File: config.mk
export PLATFORM = sky130hd
export DESIGN_NAME = pent1m_ports
export DESIGN_NICKNAME = d
export VERILOG_FILES = /design/src/rtl/pent1m_ports.sv
export SDC_FILE = /design/constraint.sdc
export NUM_CORES = 1
export LEC_CHECK = 0
export BUFFER_PORTS_ARGS = -buffer_cell sky130_fd_sc_hd__buf_2
export CORE_ASPECT_RATIO = 0.9
export CORE_MARGIN = 8
export CORE_UTILIZATION = 38
export DETAILED_ROUTE_END_ITERATION = 16
export PLACE_DENSITY_LB_ADDON = 0.05
export REMOVE_ABC_BUFFERS = 1
export SYNTH_ARGS = -nofsm -noshare
export SYNTH_HDL_FRONTEND = slang
export SYNTH_SLANG_ARGS = --single-unit
File: constraint.sdc
create_clock -name fclk -period 1.9 [get_ports fclk]
set_clock_uncertainty 0.2 [all_clocks]
set_input_delay 0.19 -clock fclk [delete_from_list [all_inputs] [get_ports fclk]]
set_output_delay 0.19 -clock fclk [all_outputs]
set_load 0.02 [all_outputs]
File: src/rtl/pent1m_ports.sv
// Pentagon-1024 style memory/port registers: 7FFD paging with lock, EFF7 config,
// DOS flag tracking and the ATM xxF7 write strobe. One write event per Z80 IO cycle.
module pent1m_ports (
  input  logic        fclk,
  input  logic        rst_n,
  input  logic        zpos,
  input  logic        zneg,
  input  logic [15:0] za,
  input  logic [7:0]  zd,
  input  logic        iorq_n,
  input  logic        wr_n,
  input  logic        m1_n,
  input  logic        dos_turn_on,
  input  logic        dos_turn_off,
  output logic        atmF7_wr,
  output logic        pent1m_ROM,
  output logic [5:0]  pent1m_page,
  output logic        pent1m_ram0_0,
  output logic        pent1m_1m_on,
  output logic        scr_page,
  output logic        dos
);

  logic io_wr;
  logic wr_seen;
  logic wr_event;
  logic lock;
  logic hit_7ffd;
  logic hit_eff7;
  logic hit_atm;
  logic accept_7ffd;

  // Falling-edge strobe is not needed: the write is qualified on zpos only.
  logic unused_zneg;
  assign unused_zneg = zneg;

  assign io_wr    = !iorq_n && !wr_n && m1_n;
  assign wr_event = zpos && io_wr && !wr_seen;

  assign hit_7ffd = (za[15] == 1'b0) && (za[1] == 1'b0);
  assign hit_eff7 = (za == 16'hEFF7);
  assign hit_atm  = (za[7:0] == 8'hF7) && (za[10:8] == 3'b111) && (za[13:12] == 2'b11);

  // Lock only matters in 128K mode; with 1M extension on it is bypassed.
  assign accept_7ffd = wr_event && hit_7ffd && !(lock && !pent1m_1m_on);

  always_ff @(posedge fclk or negedge rst_n) begin
    if (!rst_n) begin
      wr_seen       <= 1'b1;
      atmF7_wr      <= 1'b0;
      pent1m_page   <= 6'd0;
      pent1m_ROM    <= 1'b0;
      scr_page      <= 1'b0;
      lock          <= 1'b0;
      pent1m_1m_on  <= 1'b1;
      pent1m_ram0_0 <= 1'b0;
      dos           <= 1'b0;
    end else begin
      if (zpos)
        wr_seen <= io_wr;

      atmF7_wr <= wr_event && hit_atm && dos;

      if (dos_turn_on)
        dos <= 1'b1;
      else if (dos_turn_off)
        dos <= 1'b0;

      if (accept_7ffd) begin
        pent1m_page <= {zd[5], zd[7], zd[6], zd[2:0]};
        scr_page    <= zd[3];
        pent1m_ROM  <= zd[4];
        if (zd[5] && !pent1m_1m_on)
          lock <= 1'b1;
      end

      if (wr_event && hit_eff7) begin
        pent1m_1m_on  <= ~zd[2];
        pent1m_ram0_0 <= zd[3];
      end
    end
  end

endmodule

* Word level (Yosys, flattened, before mapping)
Index checks and enable logic that the tools add are counted.
Cells by class: equal/unequal tests 4, muxes and demuxes 2, bitwise operators 3, reduce and logical (&&, ||, !) cells 21
Operators by type and width (number):
- 16-bit equality test (second input constant) | 1
- 1-bit logical AND | 14
- 8-bit equality test (second input constant) | 1
- 1-bit logical NOT | 5
- 3-bit equality test (second input constant) | 1
- 1-bit NOT | 3
- 2-bit equality test (second input constant) | 1
- 1-bit 2-to-1 mux | 2
- 2-bit AND reduction | 1
- 2-bit nonzero test | 1
Storage, ports and cells: register bits 14, bits of input ports 33, output and inout bits 12, word-level logic and storage cells 39

* Longest topological paths before layout
Gate-level depths: netlist (run 1).
depth after elaboration 8, gate-level depth with buffers 4

* Worst setup path after synthesis (run 1)
OpenSTA, ideal clock, no wires.
kind register to register, start reg pent1m_1m_on, end reg pent1m_ROM, setup time 125 ps, arrival 1417 ps, data required time 1575 ps, path slack 159 ps, stages on the path, launching flop included 5, buffers on the path 0, clock period less this slack 1741 ps, cell sequence dfstp_2 > inv_1 > a211oi_2 > nand4b_4 > mux2_2
Between the ends: word-level cells in the longest chain between the ends 4
Ends and longest elaborated chain:
- from (decl) | RTL line 19 | output logic pent1m_1m_on,
- from (signal assigned) | RTL line 78 | pent1m_1m_on <= ~zd[2];
- 1-bit logical NOT | RTL line 45 | assign accept_7ffd = wr_event && hit_7ffd && !(lock && !pent1m_1m_on);
- 1-bit logical AND | RTL line 45
- 1-bit logical NOT | RTL line 45
- 1-bit logical AND | RTL line 45
- to (signal assigned) | RTL line 72 | pent1m_ROM <= zd[4];
- to (decl) | RTL line 16 | output logic pent1m_ROM,
No other way between the ends. A chain may end at the register's enable or synchronous reset.

* Final worst setup path (run 1)
Same ends and word-level chain as after synthesis.

==> out/qor.txt, run 1 <==
Outcome: complete, no violations
Die X: 58.8 um
Final Core Density: 63.8%
Crit-path slowest cell: dfstp_2
Most used DFF post-synth: dfrtp_1
First-pass GRT wire length: 2.69 mm
Syn_area_per_cell: 15.3 sq um
Synth Register Bits: 14
Critical-path cell list: inv_1, a211oi_2, nand4b_4, mux2_2
Num ports: 45
H-tree levels: 1
Root buf cell: clkbuf_4
Final hold violations: 0
RSZ-0062 raised after global routing: no
Synth area leaders: dfrtp_1 (48%), mux2_2 (16%), dfstp_2 (8.4%)
Die Span Y: 54.5 um
Post-synth EDFFs: 0
Number of global-route vias before repair: 613
Seq/Total Area, Yosys: 56.3%
Kind of critical path: reg -> reg
Hpwl dp: 1.26 mm
Max-cap violations: 0
Highest clock rate: 0.564 GHz
DRC Markers: 0
Port bufs: 43
Placed Area: 872 sq um
Setup TNS: 0 ps
Largest net degree at the start of global routing: 15
Tmin final: 1770 ps
Final #Nets: 134
Fin. max-slew vios: 0
Core footprint: 1610 sq um
CP top delay family: flip-flops
Fin Hold WS: 26.4 ps
Pwr/cell area: 724 nW/um^2
Synth cell types: 17
CTS buffer count: 3
Max IR drop VDD: 650 uV
All-Layer GR Usage: 11.0%
CTS clk-pin slew, worst paths: 90 ps
Worst-Skew Late Latency: 280 ps
DR WL/cell: 13.3 um
Worst endpoint required time: 1860 ps
Slew HR: 79.2%
Synth top area share: 47.9%
Post-DR vias/cell: 4.54
Die area: 3210 sq um
Leakage: 0.000560 uW
Area leader, netlist: dfrtp_1
Max Root-Sink Buffers: 2
WL final: 1.66 mm
Placer Congestion: 0.707
DRT iter0 DRCs: 4
Crit Path Max Fanout: 9
Most frequent cell after synthesis: dfrtp_1
Cell count after synthesis: 41
Vias post-DR: 563
Post-CTS Setup Bufs: 0
Synth async-reset ratio: 100%
Design area: 1030 sq um
Area added between synthesis and finish: 64.1%
Worst Setup End Kind: register
Remaining global-route overflow: 0
Placed Instances: 108
Initial antenna violation count: 0
Crit path buffers/inverters: 1
# clock sinks: 14
Hold WC Path Type: in -> reg
CTS tree: yes
Max incr delay on CP: 530 ps
Fill cells: 143
Antenna Cells: 0
Startpoint Class: register
Drt pass-1 iters: 4
Rows: 14
Starting density of the core: 38.9%
Fin crit share: 93.3%
Final setup viols: 0
Share of cells above drive strength 1: 64.0%
Slew of the pin with the lowest slew margin: 312 ps
Worst EP arrival: 1730 ps
Mapped Area: 627 sq um
Total of warnings raised by yosys: 0
Finished Layout Cells: 124
Detail Route Antenna Nets: 0
Synth top cells by count: dfrtp_1 (12), mux2_2 (9), and4b_1 (3)
[worst register-to-register path, delay by kind of cell, from the launching register on]
kind            cells  cell delay (ps)
buf+inv             1               60
simple gates        1              230
flops               1              530
compound gates      1              290
mux                 1              330
[layout make-up]
type | count | area [sq um] | share of cell area [%]
Clock buffer | 4 | 36.3 | 3.53
Inverter | 2 | 7.51 | 0.730
Multi-Input combinational cell | 25 | 267 | 25.9
Sequential cell | 14 | 353 | 34.3
Timing Repair Buffer | 55 | 335 | 32.6
Tap cell | 24 | 30.0 | 2.92
[metal layers]
metal,global-route usage [%],vias to the layer above,wire length [um]
li1,-,273,-
met1,10.6,269,575
met2,20.7,19,930
met3,5.40,2,134
met4,3.57,0,14
met5,0,-,0
[power by group]
group / internal, uW / switching, uW
Combinational: 93.6 / 91.7
Clock: 117 / 93.1
Sequential: 334 / 15.4
Total: 544 / 200
[kinds of logic (layout without fill, tap and decap cells)]
family / after synthesis / in the layout / share of synthesized area (%)
DFF: 14 / 14 / 56.3
muxes: 11 / 11 / 20.2
and+or+nand+nor: 11 / 11 / 18.0
AOI/OAI and AO/OA: 3 / 3 / 4.39
buffers and inverters: 2 / 61 / 1.20
[sequential cells by signal, indices dropped and copies added (netlist names)]
| register | cells |
|---|---|
| scr_page | 1 |
| pent1m_page | 6 |
| pent1m_ram0_0 | 1 |
| lock | 1 |
| dos | 1 |
| atmF7_wr | 1 |
| wr_seen | 1 |
| pent1m_ROM | 1 |
| pent1m_1m_on | 1 |
[metrics by stage]
| stage | power (uW) | setup slack [ps] |
|---|---|---|
| floorplan | 440 | 159 |
| global placement | 520 | 145 |
| detailed placement | 524 | 119 |
| CTS | 756 | 107 |
| global route | 791 | 48.5 |
| finish | 745 | 127 |
[worst paths after layout]
path / start / endpoint / slack (ps) / cells after the start
max: pent1m_1m_on / pent1m_ROM / 130 / 4
min: zpos / wr_seen / 30 / 2
max reg2reg: pent1m_1m_on / pent1m_ROM / 130 / 4
min reg2reg: lock / lock / 300 / 1
max in group asynchronous: rst_n / wr_seen / 1070 / 2
min in group asynchronous: rst_n / atmF7_wr / 130 / 2
[placed cells by master (no fill, tap or decap), types with 2 or more instances in the layout]
cell type      instances
and4b_1                3
dfstp_2                2
clkbuf_4               3
buf_2                 43
dfrtp_1               12
inv_1                  2
dlygate4sd3_1         12
nand4_1                2
mux2_2                 9
[what timing repair did]
action,4_1_cts,5_1_grt
hold endpoints to repair,27,0
gates resized for setup,0,0
setup endpoints to repair,0,0
hold buffers,12,0
(Power assumes the default switching activity.)
==> run 2, diff against run 1 <==
--- a/config.mk
+++ b/config.mk
@@ -5,9 +5,8 @@
 export SDC_FILE = /design/constraint.sdc
 export NUM_CORES = 1
 export LEC_CHECK = 0
-export BUFFER_PORTS_ARGS = -buffer_cell sky130_fd_sc_hd__buf_2
+export BUFFER_PORTS_ARGS = -buffer_cell sky130_fd_sc_hd__buf_4
 export CORE_ASPECT_RATIO = 0.9
-export CORE_MARGIN = 8
 export CORE_UTILIZATION = 38
 export DETAILED_ROUTE_END_ITERATION = 16
 export PLACE_DENSITY_LB_ADDON = 0.05
==> run 2 against run 1 <==
Compared with the run above: via count down 0.71%; combinational power is 21% higher; die area is 43% lower; final cell count shrank 2.4%; sequential share of layout area shrank 2.8 points; non-clock buffer count unchanged; maximum frequency up 1.4%; critical path depth unchanged; power down 1.7%; clock-buffer cell count is 1 lower; clock power down 25%; first-iteration DRC count rose by 25%; critical path type unchanged; largest power group unchanged; highest routed layer unchanged.
==> out/qor.txt, run 2 (synthesis gave the netlist of run 1 again) <==
Port bufs: 43 (unchanged)
CTS resizes: 0 (unchanged)
Remaining global-route overflow: 0 (unchanged)
Area occupied by multi-input gates: 267 sq um (unchanged)
Slew of the pin with the lowest slew margin: 253 ps (-59.8 ps)
Crit Path Max Fanout: 9 (unchanged)
WL final: 1.49 mm (-10%)
CTS clk-pin slew, worst paths: 70 ps (-20 ps)
Max-cap violations: 0 (unchanged)
Tmin final: 1750 ps (-24.0 ps)
Metal-1 WL: 577 um (+0.35%)
Vias post-DR: 559 (-0.71%)
Fin. max-slew vios: 0 (unchanged)
Slew HR: 83.1% (+4.0 points)
RSZ-0062 raised after global routing: no
Top Metal Used: met4
Starting density of the core: 41.9% (+3.0 points)
WL met2: 828 um (-11%)
Post-DR vias/cell: 4.62 (+1.8%)
Worst-Skew Late Latency: 270 ps (about the same)
Root buf cell: clkbuf_4
Outcome: complete, no violations
Die area: 1820 sq um (-43%)
Register area: 353 sq um (unchanged)
Highest clock rate: 0.572 GHz (+1.4%)
Share of cells above drive strength 1: 63.6% (-0.36 points)
Met3 wire len: 65 um (-51%)
Pwr/cell area: 654 nW/um^2 (-9.7%)
Worst endpoint required time: 1860 ps (about the same)
First-pass GRT wire length: 2.21 mm (-18%)
Largest net degree at the start of global routing: 15 (unchanged)
Worst Setup End Kind: register
Final hold violations: 0 (unchanged)
Area added between synthesis and finish: 78.6%
Hold WC Path Type: in -> reg
Antenna Cells: 0 (unchanged)
Kind of critical path: reg -> reg
Die Span Y: 40.5 um (-26%)
Placer Congestion: 0.673 (-4.8%)
Worst EP arrival: 1710 ps (-20 ps)
Detail Route Antenna Nets: 0 (unchanged)
H-tree levels: 1 (unchanged)
Placed Area: 977 sq um (+12%)
Design area: 1120 sq um (+8.9%)
Placed Instances: 106 (-1.9%)
DRC Markers: 0 (unchanged)
Finished Layout Cells: 121 (-2.4%)
Max IR drop VDD: 607 uV (-6.6%)
Hpwl dp: 1.05 mm (-17%)
Number of global-route vias before repair: 522 (-15%)
Final setup viols: 0 (unchanged)
Startpoint Class: register
Max Root-Sink Buffers: 2 (unchanged)
Initial antenna violation count: 0 (unchanged)
Rows: 13 (-1)
Top reg by flops: pent1m_page
DR WL/cell: 12.3 um (-8.0%)
# clock sinks: 14 (unchanged)
Fill cells: 103 (-28%)
Setup TNS: 0 ps (unchanged)
Drt pass-1 iters: 4 (unchanged)
CTS tree: yes
CTS buffer count: 3 (unchanged)
Most frequent standard cell in the layout excluding fill and tap cells: buf_4
All-Layer GR Usage: 18.7% (+7.7 points)
Most frequent cells in the layout: buf_4 (43), dfrtp_1 (12), dlygate4sd3_1 (12), mux2_2 (9)
Num ports: 45 (unchanged)
Max reg flops: 6 (unchanged)
DRT iter0 DRCs: 5 (+1)
Final #Nets: 134 (unchanged)
Core footprint: 1500 sq um (-7.1%)
Die X: 44.8 um (-24%)
Leakage: 0.000586 uW (+4.6%)
Fin crit share: 92.1% (-1.3 points)
[run 2: changes by cell type in the layout (fill, tap and decap cells not counted)]
cell and change:
buf_2 -43, buf_4 +43, clkbuf_8 -1
[run 2: final timing paths]
path	startpoint	endpoint	slack [ps]	cells past startpoint
setup / recovery	pent1m_1m_on	pent1m_page[5]	150	4
hold / removal	za[12]	atmF7_wr	10	2
setup reg to reg	pent1m_1m_on	pent1m_page[5]	150	4
hold reg to reg	lock	lock	310	1
max in group asynchronous	rst_n	pent1m_1m_on	1170	2
min in group asynchronous	rst_n	dos	100	2
[run 2: area by class of cell]
type                    count  area share [%]
repair buffers             55            39.6
flip-flops and latches     14            31.5
multi-input cells          25            23.8
well taps                  22            2.46
clock buffers               3            2.01
inverters                   2           0.670
[run 2: stage by stage]
step	hold slack [ps]	power (uW)	utilization, %	setup slack [ps]
after global placement	-151	556	65.3	146
after detailed placement	-153	560	65.3	136
after global routing	15.2	774	74.8	73.1
after floorplan	-306	440	-	159
after CTS	7.08	742	74.8	125
final	14.7	732	74.8	151
[run 2: where the power goes]
group | switching, uW | internal [uW]
clock network | 84.6 | 73.3
logic | 92.9 | 131
registers | 16.3 | 334
total | 194 | 538
[run 2: timing repair]
action                                 in CTS  in global routing
hold buffers                               12                  0
setup buffers                               0                  0
setup endpoints to repair                   0                  0
endpoints found under the hold margin      27                  0
[run 2: layer usage]
layer	global-route usage [%]	up-vias
met5	0	-
met1	18.7	265
met3	8.11	2
met4	4.55	0
met2	36.4	19
li1	-	273
[run 2: critical path, cell delays in order, from the launching register on]
cell,delay [ps]
dfstp_2,530
inv_1,60
a211oi_2,290
nand4b_4,220
mux2_2,330
